<file path="config.mk">
export PLATFORM = sky130hd
export DESIGN_NAME = lcd1602_driver
export DESIGN_NICKNAME = d
export VERILOG_FILES = /design/src/rtl/lcd1602_driver.sv
export SDC_FILE = /design/constraint.sdc
export NUM_CORES = 1
export LEC_CHECK = 0
export CAP_MARGIN = 0
export CELL_PAD_IN_SITES_DETAIL_PLACEMENT = 1
export CELL_PAD_IN_SITES_GLOBAL_PLACEMENT = 1
export CORE_ASPECT_RATIO = 0.6
export CORE_MARGIN = 4
export CORE_UTILIZATION = 35
export CTS_CLUSTER_DIAMETER = 50
export DETAILED_ROUTE_END_ITERATION = 7
export PLACE_DENSITY = 0.76
export SLEW_MARGIN = 20
export SYNTH_ARGS = -nofsm -noshare
export SYNTH_HDL_FRONTEND = slang
export SYNTH_SLANG_ARGS = --single-unit
</file>
<file path="constraint.sdc">
create_clock -name clk -period 12.4 [get_ports clk]
set_input_delay 2.48 -clock clk [delete_from_list [all_inputs] [get_ports clk]]
set_output_delay 2.48 -clock clk [all_outputs]
set_load 0.02 [all_outputs]
</file>
<file path="src/rtl/lcd1602_driver.sv">
// HD44780 16x2 character LCD driver in 8-bit write-only mode. Runs the power-up init,
// then redraws both rows from a per-frame snapshot whenever the input row images change.
module lcd1602_driver #(
  parameter int CLK_DIV    = 2,
  parameter int INIT_WAIT  = 10,
  parameter int CMD_WAIT   = 3,
  parameter int CLEAR_WAIT = 6
) (
  input  logic         clk,
  input  logic         Rst,
  input  logic [127:0] top,
  input  logic [127:0] bottom,
  output logic         lcd_en,
  output logic         lcd_rs,
  output logic         lcd_rw,
  output logic [7:0]   lcd_data,
  output logic         busy,
  output logic         frame_done
);

  typedef enum logic [2:0] {
    POWERUP, INIT, ADDR1, ROW1, ADDR2, ROW2, DONE, IDLE
  } state_t;

  typedef enum logic [1:0] {SETUP, PULSE, HOLD} phase_t;

  state_t         state_reg;
  phase_t         phase_reg;
  logic [15:0]    cnt_reg;
  logic [1:0]     init_idx_reg;
  logic [3:0]     char_idx_reg;
  logic [255:0]   snapshot_reg;
  logic [15:0]    hold_last;

  assign lcd_rw = 1'b0;

  function automatic logic [7:0] init_cmd(input logic [1:0] idx);
    case (idx)
      2'd0:    return 8'h38;
      2'd1:    return 8'h0C;
      2'd2:    return 8'h01;
      default: return 8'h06;
    endcase
  endfunction

  // Char 0 sits in the top byte, so index i maps to bit offset (15-i)*8.
  function automatic logic [7:0] row_char(input logic [127:0] row, input logic [3:0] idx);
    return row[{~idx, 3'b000} +: 8];
  endfunction

  // The clear command needs a longer settle time than every other byte.
  always_comb begin
    hold_last = 16'(CMD_WAIT - 1);
    if (state_reg == INIT && lcd_data == 8'h01)
      hold_last = 16'(CLEAR_WAIT - 1);
  end

  always_ff @(posedge clk or posedge Rst) begin
    if (Rst) begin
      state_reg    <= POWERUP;
      phase_reg    <= SETUP;
      cnt_reg      <= '0;
      init_idx_reg <= '0;
      char_idx_reg <= '0;
      snapshot_reg <= '0;
      lcd_en       <= 1'b0;
      lcd_rs       <= 1'b0;
      lcd_data     <= 8'h00;
      busy         <= 1'b1;
      frame_done   <= 1'b0;
    end else begin
      frame_done <= 1'b0;
      case (state_reg)
        POWERUP: begin
          if (cnt_reg == 16'(INIT_WAIT - 1)) begin
            cnt_reg      <= '0;
            state_reg    <= INIT;
            phase_reg    <= SETUP;
            init_idx_reg <= 2'd0;
            lcd_rs       <= 1'b0;
            lcd_data     <= init_cmd(2'd0);
          end else begin
            cnt_reg <= cnt_reg + 16'd1;
          end
        end

        DONE: begin
          state_reg <= IDLE;
          busy      <= 1'b0;
        end

        IDLE: begin
          if ({top, bottom} != snapshot_reg) begin
            snapshot_reg <= {top, bottom};
            busy         <= 1'b1;
            state_reg    <= ADDR1;
            phase_reg    <= SETUP;
            cnt_reg      <= '0;
            lcd_rs       <= 1'b0;
            lcd_data     <= 8'h80;
          end
        end

        default: begin
          // Shared byte engine for INIT/ADDR1/ROW1/ADDR2/ROW2.
          case (phase_reg)
            SETUP: begin
              if (cnt_reg == 16'(CLK_DIV - 1)) begin
                cnt_reg   <= '0;
                phase_reg <= PULSE;
                lcd_en    <= 1'b1;
              end else begin
                cnt_reg <= cnt_reg + 16'd1;
              end
            end

            PULSE: begin
              if (cnt_reg == 16'(CLK_DIV - 1)) begin
                cnt_reg   <= '0;
                phase_reg <= HOLD;
                lcd_en    <= 1'b0;
              end else begin
                cnt_reg <= cnt_reg + 16'd1;
              end
            end

            default: begin
              if (cnt_reg == hold_last) begin
                cnt_reg   <= '0;
                phase_reg <= SETUP;
                case (state_reg)
                  INIT: begin
                    if (init_idx_reg == 2'd3) begin
                      snapshot_reg <= {top, bottom};
                      state_reg    <= ADDR1;
                      lcd_rs       <= 1'b0;
                      lcd_data     <= 8'h80;
                    end else begin
                      init_idx_reg <= init_idx_reg + 2'd1;
                      lcd_data     <= init_cmd(init_idx_reg + 2'd1);
                    end
                  end
                  ADDR1: begin
                    state_reg    <= ROW1;
                    char_idx_reg <= 4'd0;
                    lcd_rs       <= 1'b1;
                    lcd_data     <= row_char(snapshot_reg[255:128], 4'd0);
                  end
                  ROW1: begin
                    char_idx_reg <= char_idx_reg + 4'd1;
                    if (char_idx_reg == 4'd15) begin
                      state_reg <= ADDR2;
                      lcd_rs    <= 1'b0;
                      lcd_data  <= 8'hC0;
                    end else begin
                      lcd_data <= row_char(snapshot_reg[255:128], char_idx_reg + 4'd1);
                    end
                  end
                  ADDR2: begin
                    state_reg    <= ROW2;
                    char_idx_reg <= 4'd0;
                    lcd_rs       <= 1'b1;
                    lcd_data     <= row_char(snapshot_reg[127:0], 4'd0);
                  end
                  default: begin
                    char_idx_reg <= char_idx_reg + 4'd1;
                    if (char_idx_reg == 4'd15) begin
                      state_reg  <= DONE;
                      frame_done <= 1'b1;
                    end else begin
                      lcd_data <= row_char(snapshot_reg[127:0], char_idx_reg + 4'd1);
                    end
                  end
                endcase
              end else begin
                cnt_reg <= cnt_reg + 16'd1;
              end
            end
          endcase
        end
      endcase
    end
  end

endmodule
</file>
* After elaboration in Yosys (flattened, before gate mapping)
Cells that the tools add are included.
W data, S select, Z words.
** Storage, ports and cells
- Register bits after elaboration :: 295
- Logic and storage cells :: 150
** Cells by class
- $add $sub $neg :: 3
- Equality and inequality tests :: 32
- Shifts and indexed selects :: 2
- Mux-type cells :: 63
- Bitwise logic cells :: 7
- Reductions and logical operators :: 32
** Operator list (count)
- $mux W256 :: 5
- $pmux W256 S2 :: 1
- $ne A256 B256 Y1 :: 1
- $shiftx A128 B8 Y8 :: 2
- $mux W16 :: 5
- $mux W8 :: 7
- $pmux W16 S3 :: 1
- $pmux W8 S4 :: 1
- $mux W3 :: 8
- $pmux W8 S3 :: 1
- $reduce_and A6 Y1 :: 4
- $mux W2 :: 9
- $pmux W6 S3 :: 1
- $add A16 B1 Y16 const B :: 1
- $eq A16 B1 Y1 const B :: 1
- $eq A16 B16 Y1 :: 1
- $eq A16 B4 Y1 const B :: 1
- $mux W1 :: 14
- $reduce_bool A2 Y1 :: 7
- $pmux W3 S4 :: 1
- $reduce_bool A5 Y1 :: 2
- $eq A3 B3 Y1 const B :: 3
- $pmux W3 S3 :: 1
- $eq A8 B1 Y1 const B :: 1
- 36 further kinds :: 60

* Logic depth before layout (Yosys ltp)
- Depth in word-level cells :: 8
- Mapped depth :: 11
- Gate-level depth less buffers :: 8

* Worst setup path before layout
No wires, ideal clock.
- Kind :: in2reg
- Start point :: in top[45]
- End point :: reg lcd_data[0]
- Library setup time :: 0.125 ns
- Data arrival time :: 4.432 ns
- Required time :: 12.275 ns
- Setup slack :: 7.843 ns
- Stages :: 8
- Buffers on the path :: 1
- Path through :: xnor2_1 -> nand4_1 -> nor4_1 -> nand4_1 -> or4_1 -> buf_2 -> a31oi_4 -> mux2_2
** Between the ends
- Word-level cells in the longest chain between the ends :: 3
** Ends and longest elaborated chain
- from (decl) :: RTL line 11 : input logic [127:0] top,
- $ne A256 B256 Y1 :: RTL line 93 : if ({top, bottom} != snapshot_reg) begin
- $ne A2 B2 Y1 (no line)
- $reduce_and A6 Y1 (no line)
- to (signal assigned) :: RTL line 81 : lcd_data <= init_cmd(2'd0);
- to (signal assigned) :: RTL line 140 : lcd_data <= init_cmd(init_idx_reg + 2'd1);
- to (signal assigned) :: RTL line 147 : lcd_data <= row_char(snapshot_reg[255:128], 4'd0);
- to (decl) :: RTL line 16 : output logic [7:0] lcd_data,
Every way passes these cells.
A chain may end at the register's enable or synchronous reset.

* Worst setup path in the final report
- Start point :: in bottom[36]
- End point :: reg lcd_data[0]
** Between the ends
- Word-level cells in the longest chain between the ends :: 3
** Ends and longest elaborated chain
- from (decl) :: RTL line 12 : input logic [127:0] bottom,
- $ne A256 B256 Y1 :: RTL line 93
- $ne A2 B2 Y1 (no line)
- $reduce_and A6 Y1 (no line)
Every way passes these cells.

==> run metrics <==
Clock Path Buffers 3; Layout area overhead 19.5%; worst reg2reg path startpoint snapshot_reg[36]$_DFFE_PP0P_; worst skew pair latency 0.57 ns; share of cells above drive strength 1 0.0686; period utilization 0.624; TritonCTS clock tree built; worst setup path startpoint bottom[36]; post-synthesis sequential area ratio 0.335; DRC viols 0; vias after detailed routing between 20000 and 25000; Clock Pin Slew Worst Setup and Hold Paths 0.06 ns; first-pass GRT wire length 153 mm; yosys warns 0; most numerous cell in the Yosys netlist nand4_1; number of global-route vias before repair 22500; max reg flops 256; Hold Slack 0.481 ns; post-layout min period 7.73 ns; CP cell instances clkdlybuf4s50_1 -> xnor2_1 -> nand4_1 -> nor4_1 -> nand4_1 -> or4_4 -> buf_4 -> buf_4 -> a31oi_4 -> mux2_2; Startpoint Class primary input; CP required 12.84 ns; syn avg cell area 8.68 um^2; critical setup path kind primary input to flip-flop; Core Region ~62000 um^2; Via density 6.62; Static Leakage between 0.009 and 0.01 uW; num rows 70; top cell type's share of synthesized area 0.334; min-delay src phase_reg[0]$_DFFE_PP0P_; Final Skew roughly 0.023 ns; final worst slack approximately 4.7 ns; Final ANT Viol Nets 0; count of buffers from port buffering 269; crit path max fanout 82; Tot Pwr around 2400 uW; area of the die just under 70000 um^2; setup violators final 0; Slew HR 0.214; Syn Inst Count 2542; Min-Delay Path Class flip-flop to flip-flop; CTS Root Cell clkbuf_16; Fmax 0.129 GHz; CP arrival 8.17 ns; RSZ-0062 raised after global routing false; nets 2878; slowest CP cell nor4_1; most frequent cells after synthesis nand4_1, dfrtp_1, nor2_1; Final Hold Viols 0; wire length per cell 30.3 um; 1st-iter DRT viols 3100; Starting Density 0.358; Pre-antenna DRT Iters 6; initial antenna violation count 5; Num CTS Buffers 38; largest net degree at the start of global routing 285; Top Ports 271; height of the die 202 um; status complete, no violations; top cells by area, synth dfrtp_1, xnor2_1, nand4_1; post-synth cell types 57; worst-margin pin slew 1.18 ns; die width ~330 um; DRT Wirelength roughly 110 mm; fin. max-slew vios 0; pre-CTS setup slack 4.63 ns; CTS resizes 0; hold_buf cts 0; Syn Std Cell Area 22100 um^2; asr flop ratio synth 1.00; maxcap violations 0; power per cell area slightly above 90 nW/um^2; GRT Resource Usage Total 0.299; Peak supply drop around 0.07 mV; number of synthesized flops with an enable pin 0; Crit path largest cell delay 1.01 ns; grt ovf 0; TNS Setup 0 ns; syn nets 2809; Final HPWL DP 75.0 mm; Yosys top cell by area dfrtp_1; H-tree depth 2; Crit. End Element flip-flop; post-CTS setup buffers 0; Synth Register Bits 295; clk sinks 295; Final Wtd Congestion 0.987; Main synth FF type dfrtp_1
logic make-up (layout without fill, tap and decap cells):
logic type      Yosys count  count (layout)  synth area share
fa+ha+maj                 9               9           0.00511
compound gates          618             618             0.208
flops                   295             295             0.335
simple gates            722             722             0.168
mux                      96              96            0.0855
other cells               1               2          0.000170
buf+inv                 543             638            0.0951
xor+xnor                258             258             0.102
routing by layer:
metal | up-vias | track usage | wire length (um)
li1 | 9778 | - | -
met1 | 11800 | 0.419 | 44300
met2 | 1149 | 0.442 | 45200
met3 | 172 | 0.102 | 12600
met4 | 12 | 0.0785 | 2960
met5 | - | 0 | 110
cells in the final DEF (no fill, tap or decap), types with 16 or more instances in the layout:
cell | synthesis | routed
mux4_2 | 73 | 73
buf_4 | 3 | 16
nor2_1 | 290 | 289
nor4_1 | 21 | 21
o311ai_0 | 228 | 228
nand4_1 | 328 | 328
o311ai_1 | 28 | 28
inv_1 | 278 | 277
dfrtp_1 | 294 | 292
a31oi_1 | 257 | 257
clkdlybuf4s50_1 | 0 | 269
nand2_1 | 33 | 33
xnor2_1 | 256 | 256
clkbuf_16 | 0 | 41
a21oi_1 | 19 | 19
o21ai_0 | 22 | 22
area by class of cell:
cell class              instances  area, um^2
clock buffers                  56        1140
fillers                      7067       35300
diodes                          1        2.50
multi-input cells            1704       12600
clock inverters                10         124
well taps                     828        1040
repair buffers                293        2960
inverters                     279        1050
flip-flops and latches        295        7390
power breakdown:
group | total [uW] | switching, uW | internal [uW]
Combinational | 243 | 141 | 102
Clock | 1180 | 497 | 684
Sequential | 962 | 0 | 962
Total | 2390 | 638 | 1750
metrics by stage:
step,instance area [um^2],util,std cells
2_1_floorplan,22100,-,2542
3_3_place_gp,25000,0.406,3396
3_5_place_dp,25100,0.406,3398
4_1_cts,26300,0.427,3464
5_1_grt,26400,0.427,3466
6_report,26400,0.427,3466
critical path: cells and delay by family:
family          cells  cell delay [ns]
xor+xnor            1             0.68
buf+inv             3             1.60
simple gates        4             2.51
compound gates      1             0.41
mux                 1             0.39
final timing paths:
check                           cells after the start                             to  slack, ns
worst min-delay path                                1       phase_reg[0]$_DFFE_PP0P_       0.48
worst min register to register                      1       phase_reg[0]$_DFFE_PP0P_       0.48
min in group asynchronous                           2  snapshot_reg[100]$_DFFE_PP0P_       2.44
max in group asynchronous                           3  snapshot_reg[183]$_DFFE_PP0P_       8.37
worst max register to register                      9        lcd_data[0]$_DFFE_PP0P_       6.75
worst max-delay path                               10        lcd_data[0]$_DFFE_PP0P_       4.67
No activity file was read; power rests on OpenSTA's default activity.
